==> src/rtl/hazard_scoreboard.sv <==
`default_nettype none
// ============================================================================
//  Module      : hazard_scoreboard
//  Description : Hazard detection and operand forwarding unit for the
//                pipelined RISC-V core, sitting beside decode. Tracks
//                in-flight destinations in a FWD_DEPTH-entry shift register
//                and keeps a busy scoreboard for long (mul/div) operations.
//                Produces per-source one-hot bypass selects, a from-memory
//                flag per source, a global issue stall and a saturating
//                stall-cycle counter.
//  Ports       : clk, reset (sync, active-high)
//                dec_*        : decode instruction (sources, dest, kind)
//                flush        : kill entry 1 and the decode instruction
//                lng_done/rd  : long-op completion (clears busy bit)
//                stall, issue_fire, fwd_sel, fwd_mem, busy, stall_cycles
//  Revision    : 1.0 - initial release
// ============================================================================
module hazard_scoreboard #(
    parameter int NUM_SRC   = 2,
    parameter int FWD_DEPTH = 3,
    parameter int LOAD_LAT  = 2,
    parameter int CNT_W     = 32
) (
    input  logic                           clk,
    input  logic                           reset,
    input  logic                           dec_valid,
    input  logic [NUM_SRC*5-1:0]           dec_src,
    input  logic [NUM_SRC-1:0]             dec_use,
    input  logic [4:0]                     dec_rd,
    input  logic                           dec_wr,
    input  logic                           dec_load,
    input  logic                           dec_long,
    input  logic                           flush,
    input  logic                           lng_done,
    input  logic [4:0]                     lng_rd,
    output logic                           stall,
    output logic                           issue_fire,
    output logic [NUM_SRC*FWD_DEPTH-1:0]   fwd_sel,
    output logic [NUM_SRC-1:0]             fwd_mem,
    output logic [31:0]                    busy,
    output logic [CNT_W-1:0]               stall_cycles
);

    // Pipeline entries; array index k-1 holds entry k (1 = youngest).
    logic [FWD_DEPTH-1:0] r_vld;
    logic [FWD_DEPTH-1:0] r_wr;
    logic [FWD_DEPTH-1:0] r_ld;
    logic [FWD_DEPTH-1:0] r_lng;
    logic [4:0]           r_rd [FWD_DEPTH];

    logic [31:0]          r_busy;
    logic [CNT_W-1:0]     r_stall_cnt;

    logic [NUM_SRC*FWD_DEPTH-1:0] w_fwd_sel;
    logic [NUM_SRC-1:0]           w_fwd_mem;
    logic                         w_load_use;
    logic                         w_busy_haz;
    logic                         w_stall;
    logic                         w_issue_fire;
    logic [31:0]                  w_busy_nxt;

    // Forwarding match and hazard detection. The ascending scan with a
    // found flag makes the youngest matching entry win.
    always_comb begin
        logic       w_found;
        logic [4:0] w_src;
        w_fwd_sel  = '0;
        w_fwd_mem  = '0;
        w_load_use = 1'b0;
        w_busy_haz = 1'b0;
        w_found    = 1'b0;
        w_src      = 5'd0;
        for (int i = 0; i < NUM_SRC; i++) begin
            w_found = 1'b0;
            w_src   = dec_src[5*i +: 5];
            for (int k = 0; k < FWD_DEPTH; k++) begin
                if (!w_found && dec_use[i] && (w_src != 5'd0) &&
                    r_vld[k] && r_wr[k] && (r_rd[k] == w_src)) begin
                    w_found               = 1'b1;
                    w_fwd_sel[i*FWD_DEPTH + k] = 1'b1;
                    w_fwd_mem[i]          = r_ld[k];
                    // Load data is not yet available this close to decode.
                    if (r_ld[k] && ((k + 1) < LOAD_LAT)) begin
                        w_load_use = 1'b1;
                    end
                end
            end
            if (dec_use[i] && (w_src != 5'd0) && r_busy[w_src]) begin
                w_busy_haz = 1'b1;
            end
        end
        // WAW against an outstanding long op.
        if (dec_wr && (dec_rd != 5'd0) && r_busy[dec_rd]) begin
            w_busy_haz = 1'b1;
        end
    end

    assign w_stall      = dec_valid && (w_load_use || w_busy_haz);
    assign w_issue_fire = dec_valid && !w_stall && !flush && !reset;

    // Busy next-state: clears first, then the set, so a same-cycle set of
    // the same register wins. A flushed entry-1 long op will never complete,
    // so its bit is released here.
    always_comb begin
        w_busy_nxt = r_busy;
        if (lng_done) begin
            w_busy_nxt[lng_rd] = 1'b0;
        end
        if (flush && r_vld[0] && r_lng[0]) begin
            w_busy_nxt[r_rd[0]] = 1'b0;
        end
        if (w_issue_fire && dec_long && (dec_rd != 5'd0)) begin
            w_busy_nxt[dec_rd] = 1'b1;
        end
        w_busy_nxt[0] = 1'b0;
    end

    always_ff @(posedge clk) begin
        if (reset) begin
            r_vld       <= '0;
            r_wr        <= '0;
            r_ld        <= '0;
            r_lng       <= '0;
            for (int k = 0; k < FWD_DEPTH; k++) begin
                r_rd[k] <= 5'd0;
            end
            r_busy      <= '0;
            r_stall_cnt <= '0;
        end else begin
            // Entry 1: issued instruction or a bubble. Long ops never
            // forward, so they enter with wr cleared.
            r_vld[0] <= w_issue_fire;
            r_wr[0]  <= dec_wr && !dec_long;
            r_ld[0]  <= dec_load;
            r_lng[0] <= dec_long;
            r_rd[0]  <= dec_rd;
            // Entries always advance; a flushed entry 1 becomes a bubble.
            for (int k = 1; k < FWD_DEPTH; k++) begin
                r_vld[k] <= (k == 1 && flush) ? 1'b0 : r_vld[k-1];
                r_wr[k]  <= r_wr[k-1];
                r_ld[k]  <= r_ld[k-1];
                r_lng[k] <= r_lng[k-1];
                r_rd[k]  <= r_rd[k-1];
            end
            r_busy <= w_busy_nxt;
            if (w_stall && (r_stall_cnt != {CNT_W{1'b1}})) begin
                r_stall_cnt <= r_stall_cnt + 1'b1;
            end
        end
    end

    assign stall        = w_stall;
    assign issue_fire   = w_issue_fire;
    assign fwd_sel      = w_fwd_sel;
    assign fwd_mem      = w_fwd_mem;
    assign busy         = r_busy;
    assign stall_cycles = r_stall_cnt;

endmodule
`default_nettype wire

==> config.mk <==
export PLATFORM = sky130hd
export DESIGN_NAME = hazard_scoreboard
export DESIGN_NICKNAME = d
export VERILOG_FILES = /design/src/rtl/hazard_scoreboard.sv
export SDC_FILE = /design/constraint.sdc
export NUM_CORES = 1
export LEC_CHECK = 0
export BUFFER_PORTS_ARGS = -buffer_cell sky130_fd_sc_hd__buf_2
export CAP_MARGIN = 25
export CORE_UTILIZATION = 50
export DETAILED_ROUTE_END_ITERATION = 6
export PLACE_DENSITY = 0.69
export SLEW_MARGIN = 10
export SYNTH_ARGS = -nofsm -noshare
export SYNTH_HDL_FRONTEND = slang
export SYNTH_SLANG_ARGS = --single-unit
==> constraint.sdc <==
create_clock -name clk -period 3.3 [get_ports clk]
set_input_delay 0 -clock clk [delete_from_list [all_inputs] [get_ports clk]]
set_output_delay 0 -clock clk [all_outputs]
set_load 0.1 [all_outputs]
==> flow_metrics.py, run 1 <==
metrics = {
    "place": {
        "place.gp.congestion": 0.920,
        "placed_area_mm2": 0.00614,
        "pre_cts_slack_ns": 0.292,
        "place_hpwl_um": 12300,
        "dp_cells": 842,
        "numPortBuffers": 102,
    },
    "pwr": {
        "power.leakage_nw": 2.42,
        "cellPowerDensity_mw_per_mm2": 346,
        "vdd_drop_max_v": 0.000212,
    },
    "worst_setup_path": {
        "cp_num_buf_inv": 2,
        "cp.required_ns": 3.30,
        "cp_slowest_cell": "mux4_2",
        "cp-end-kind": "primary output",
        "start_kind": "flip-flop",
        "crit_type": "flip-flop to primary output",
        "timing.rr.start": "busy[24]",
        "slowest_delay_ns": 0.47,
        "cpLargestDelayFamily": "simple AND/OR/NAND/NOR gates",
        "r2r-end": "busy[23]",
        "path_cells": "mux4_2 -> or3b_1 -> a31oi_1 -> nor4_1 -> nand4_1 -> nor2_2 -> nand3_4 -> inv_1 -> clkbuf_4",
        "worst_ep_arrival_time_ns": 3.16,
        "reg2reg_slack_ns": 0.34,
        "ff2ff_path_depth": 9,
        "crit_path_start": "busy[24]",
        "path_max_fanout": 27,
    },
    "cells_and_area": {
        "final_layout_size_suffix_gt1_frac": 0.229,
        "syn2layout_area_growth_pct": 15.0,
        "multi_input_area_mm2": 0.00354,
        "nNetsFinal": 749,
        "stdcell_area_mm2": 0.00640,
        "finalNonFillerCells": 863,
        "fill_cells": 982,
        "seqCellArea_mm2": 0.00176,
    },
    "die": {
        "die_area_mm2": 0.0116,
        "num_rows": 38,
        "start_util": 0.514,
        "core-area_mm2": 0.0108,
        "die_w_um": 108,
        "io_pins": 104,
        "die_h_um": 108,
    },
    "global_routing": {
        "grt_pass1_vias": 5185,
        "track_usage": 0.299,
        "overflow": 0,
        "antenna_found_initial": 0,
        "grt_max_degree": 37,
        "grt_pass1_wl_um": 26800,
    },
    "sta": {
        "tns_ns": 0,
        "fin_crit_sh": 0.958,
        "whs_ns": 0.0303,
        "setup_slack_ns": 0.138,
        "rsz0062_at_grt": "no",
        "report.final.setup_viol": 0,
        "skew_ns": 0.00958,
        "finalHoldViolCount": 0,
        "max_freq_ghz": 0.316,
        "slew_viol_final": 0,
        "worstMarginPinSlew_ns": 1.04,
        "period_needed_ns": 3.16,
        "slew_headroom": 0.304,
    },
    "worst_hold_path": {
        "hold_end": "r_rd[0][1]",
        "hp-start": "dec_rd[1]",
        "hold_depth": 2,
        "hp-class": "input port to flip-flop",
    },
    "route": {
        "dr.first_iter.drc_count": 440,
        "vias_per_cell": 6.38,
        "drt_pre_antenna_iters": 7,
        "drc": 0,
        "wl_per_cell_um": 19.6,
        "wirelength_um": 16900,
        "ant_nets": 0,
        "vias": 5505,
    },
    "logic_synthesis": {
        "synth-edff-count": 0,
        "synth_seq_cells": 88,
        "syn_area_per_cell_um2": 8.66,
        "synth_flop_cell": "dfxtp_1",
        "synth_warnings": 0,
        "ys_seq_area_frac": 0.316,
        "async_reset_ff_frac": 0,
        "syn_area_mm2": 0.00557,
        "synthCells": 643,
        "synth_fp_nets": 674,
        "synth_cell_type_count": 65,
    },
    "outcome": {
        "status": "finished clean",
    },
    "clock_tree": {
        "insertion_delay_ns": 0.37,
        "clock_sinks": 88,
        "cts_max_level": 3,
        "cts_tree": "built",
        "clkTransAtPathRegs_ns": 0.09,
        "clk_path_buf_depth": 2,
        "cts_buffers": 9,
        "root_buffer": "clkbuf_8",
    },
    "run": {
        "cap_violations": 0,
    },
}
[registers in the layout, indices dropped and copies added, names as in the netlist]
register      flops
busy             31
r_lng             1
r_rd             15
stall_cycles     32
r_wr              3
r_ld              3
r_vld             3
[Yosys cell counts (3+ instances only)]
master    count  area, um^2
a31oi_1       4        25.0
nand3b_1      7        52.6
and2_1        6        37.5
o21a_1        3        22.5
nand3_1      25         125
inv_1        13        48.8
a21oi_1      31         155
buf_1         4        15.0
or3_1        21         131
nor3b_1       9        67.6
xor2_1       12         105
mux2i_1      15         150
buf_6         7        78.8
nand4_1      16         100
or3b_2        4        35.0
nand2b_1      6        37.5
buf_4         8        60.1
xnor2_1      19         166
nor2_1       18        67.6
nor3_1       10        50.1
and3_1        6        37.5
dfxtp_1      88        1760
nor4_1        9        56.3
mux4_2       11         248
clkbuf_1     29         109
o31ai_1      47         353
or2_2         6        37.5
o221ai_1     16         140
or4_1        17         128
nand2_1      53         199
mux2_1        7        78.8
nand4b_1     15         131
o21ai_1      13        65.1
and3b_1       4        35.0
nor2b_1      40         250
buf_2         7        35.0
a22oi_1       3        22.5
[cells in the final DEF, fill, tap and decap left out, types with 16 or more instances in the layout]
master,instances
xnor2_1,19
nand3_1,25
buf_2,101
nor2_1,18
o221ai_1,16
nand2_1,52
dfxtp_1,88
a21oi_1,31
nor2b_1,40
nand4_1,16
o31ai_1,47
or3_1,21
or4_1,17
[final cells by class]
cell class | instances | area share
inverters | 13 | 0.00762
well taps | 140 | 0.0274
repair buffers | 119 | 0.103
clock inverters | 5 | 0.0129
flip-flops and latches | 88 | 0.275
clock buffers | 10 | 0.0199
multi-input cells | 487 | 0.554
diodes | 1 | 0.000391
[repair_timing]
item | CTS | global route
endpoints found under the hold margin | 4 | 0
setup endpoints to repair | 0 | 1
resized for setup | 0 | 1
setup buffers | 0 | 0
hold buffers | 4 | 0
[report_power, final]
part,internal [mW],switching [mW]
registers,1.07,0.0185
clock network,0.424,0.395
logic,0.0996,0.207
total,1.60,0.620
[routing by layer]
metal | part of all wire | vias up | GRT usage
li1 | - | 2560 | -
met1 | 0.43 | 2648 | 0.408
met2 | 0.47 | 283 | 0.462
met3 | 0.093 | 14 | 0.0720
met4 | 0.010 | 0 | 0.0988
met5 | 0 | - | 0
[cell families (layout without fill, tap and decap cells)]
group | Yosys count | in the layout | synth area share
AND/OR/NAND/NOR | 282 | 282 | 0.302
buffers and inverters | 68 | 147 | 0.0622
flip-flops | 88 | 88 | 0.316
XOR/XNOR | 31 | 31 | 0.0488
AO/OA/AOI/OAI | 136 | 136 | 0.170
other | 1 | 2 | 0.000673
multiplexers | 36 | 36 | 0.0977
adder cells (fa/ha/maj) | 1 | 1 | 0.00225
[worst reg2reg max path, cell delays in order (launching register included)]
cell and delay (ns):
dfxtp_1 0.37, mux4_2 0.47, or3b_1 0.17, a31oi_1 0.08, nor4_1 0.42, nand4_1 0.30, nor2_2 0.22, nand3_4 0.29
buf_4 0.30, o31ai_1 0.24
[through the flow]
step                 util  power, mW
floorplan               -       1.34
global placement    0.567       1.41
detailed placement  0.567       1.41
CTS                 0.590       2.23
global route        0.590       2.30
finish              0.591       2.22
[worst max-delay path by stage]
stage                       to  slack, ns  cells after the start
floorplan           fwd_mem[0]      -0.04                      8
global placement      busy[17]       0.37                     10
detailed placement    busy[23]       0.29                     10
CTS                 issue_fire       0.09                      9
global route        issue_fire       0.04                      9
finish              issue_fire       0.14                      9
Note: power is estimated with default switching activity, not from simulation.
==> inputs of run 2 (changes only) <==
==> constraint.sdc (replaced) <==
create_clock -name clk -period 3.3 [get_ports clk]
set_input_delay 0.66 -clock clk [delete_from_list [all_inputs] [get_ports clk]]
set_output_delay 0.66 -clock clk [all_outputs]
set_load 0.1 [all_outputs]
==> run 2 against run 1 <==
  * Critical path type is now input port to primary output
  * Core utilization increased by 5.4 points
  * Non-clock buffer count increased by 38
  * Via count rose by 4.3%
  * Largest cell class unchanged
==> flow_metrics.py, run 2 (synthesis gave the netlist of run 1 again) <==
metrics = {
    "worst_setup_path": {
        "ff2ff_path_depth": 12,
        "worst_ep_arrival_time_ns": 2.58,
        "cp_num_buf_inv": 3,
        "slowest_delay_ns": 0.32,
        "timing.rr.start": "busy[24]",
        "cp.required_ns": 2.64,
        "start_kind": "input port",
        "cpLargestDelayFamily": "simple AND/OR/NAND/NOR gates",
        "path_cells": "buf_6 -> buf_6 -> mux2_4 -> nor3b_4 -> nor4_4 -> nor4_4 -> nand4_1 -> nor2_4 -> and2b_4 -> buf_12",
        "crit_type": "input port to primary output",
        "path_max_fanout": 5,
        "cp_slowest_cell": "nor4_4",
        "cp-end-kind": "primary output",
        "r2r-end": "stall_cycles[13]",
        "reg2reg_slack_ns": 0.37,
    },
    "die": {
        "die_h_um": 108,
        "die_w_um": 108,
        "start_util": 0.514,
        "core-area_mm2": 0.0108,
        "io_pins": 104,
        "die_area_mm2": 0.0116,
        "num_rows": 38,
    },
    "sta": {
        "period_needed_ns": 3.24,
        "slew_viol_final": 0,
        "fin_crit_sh": 0.982,
        "whs_ns": 0.477,
        "max_freq_ghz": 0.309,
        "skew_ns": 0.0110,
        "finalHoldViolCount": 0,
        "slew_headroom": 0.629,
        "worstMarginPinSlew_ns": 0.556,
        "report.final.setup_viol": 0,
        "setup_slack_ns": 0.0592,
    },
    "clock_tree": {
        "hold_buffers": 0,
        "root_buffer": "clkbuf_8",
        "cts_buffers": 9,
        "insertion_delay_ns": 0.38,
        "clkTransAtPathRegs_ns": 0.09,
        "clock_sinks": 88,
        "cts_max_level": 3,
        "cts_tree": "built",
        "clk_path_buf_depth": 2,
    },
    "place": {
        "place_hpwl_um": 12900,
        "pre_cts_slack_ns": -0.227,
        "place.gp.congestion": 0.975,
        "numPortBuffers": 102,
    },
    "worst_hold_path": {
        "hold_depth": 1,
        "hp-class": "flip-flop to flip-flop",
        "hp-start": "r_wr[0]",
        "hold_end": "r_wr[1]",
    },
    "pwr": {
        "switching_share": 0.293,
        "p_int_mw": 1.59,
        "total_power_mw": 2.25,
        "vdd_drop_max_v": 0.000222,
        "clockPowerShare": 0.348,
        "cellPowerDensity_mw_per_mm2": 322,
        "p_switching_mw": 0.659,
        "power.leakage_nw": 2.66,
        "seq_power_share": 0.484,
        "combPwrFrac": 0.168,
    },
    "cells_and_area": {
        "largest_reg_flops": 32,
        "fill_cells": 944,
        "nNetsFinal": 787,
        "num_antenna_cells": 0,
        "final_common_cell": "buf_2",
        "final_layout_size_suffix_gt1_frac": 0.297,
        "syn2layout_area_growth_pct": 25.5,
        "postLayoutCoreUtil": 0.645,
        "final_cell_mix": "91 x buf_2, 88 x dfxtp_1, 52 x nand2_1",
    },
    "run": {
        "cap_violations": 0,
    },
    "route": {
        "wl_per_cell_um": 20.3,
        "vias": 5740,
        "dr.first_iter.drc_count": 501,
        "drc": 0,
        "ant_nets": 0,
        "drt_pre_antenna_iters": 5,
        "wirelength_um": 18300,
        "vias_per_cell": 6.37,
    },
    "global_routing": {
        "antenna_found_initial": 0,
        "overflow": 0,
        "grt_max_degree": 53,
        "track_usage": 0.320,
        "grt_pass1_vias": 5256,
        "grt_pass1_wl_um": 28100,
    },
    "outcome": {
        "status": "finished clean",
    },
}
[run 2: how the worst max path moves through the flow]
stage	start	to	slack, ns	depth (start not counted)
2_1_floorplan	dec_src[5]	fwd_mem[1]	-1.14	8
3_3_place_gp	dec_rd[4]	stall	-0.11	9
3_5_place_dp	dec_rd[0]	stall	-0.23	9
4_1_cts	dec_src[2]	stall	0.002	11
5_1_grt	dec_rd[0]	stall	-0.01	10
6_report	dec_rd[0]	stall	0.06	10
[run 2: power by group through the flow]
stage / combinational, mW / clock (mW) / sequential (mW)
after floorplan: 0.229 / 0 / 1.12
after global placement: 0.340 / 0 / 1.11
after detailed placement: 0.347 / 0 / 1.11
after CTS: 0.355 / 0.793 / 1.09
after global routing: 0.400 / 0.835 / 1.09
final: 0.379 / 0.785 / 1.09
[run 2: per-stage QoR]
stage          setup TNS (ns)  area, um^2  std cells
2_1_floorplan          -12.18        5740        643
3_3_place_gp           -0.192        6610        883
3_5_place_dp           -0.455        6610        883
4_1_cts                     0        6850        900
5_1_grt               -0.0215        6990        901
6_report                    0        6990        901
[run 2: final cells by class]
class,count,area [um^2],share of cell area
clock inverters,4,53.8,0.00770
multi-input cells,487,3700,0.530
inverters,13,48.8,0.00698
repair buffers,157,1100,0.157
well taps,140,175,0.0251
clock buffers,12,145,0.0208
flip-flops and latches,88,1760,0.252
[run 2: timing repair]
action / 4_1_cts / 5_1_grt
resized for setup: 10 / 26
pin swaps: 5 / 21
setup endpoints to repair: 5 / 5
buffers inserted: 1 / 2
[run 2: routing by layer]
| metal | track usage | vias to the layer above | part of all wire |
|---|---|---|---|
| met1 | 0.445 | 2764 | 0.44 |
| met3 | 0.0642 | 33 | 0.087 |
| met5 | 0 | - | 0 |
| met2 | 0.484 | 295 | 0.45 |
| li1 | - | 2648 | - |
| met4 | 0.128 | 0 | 0.022 |
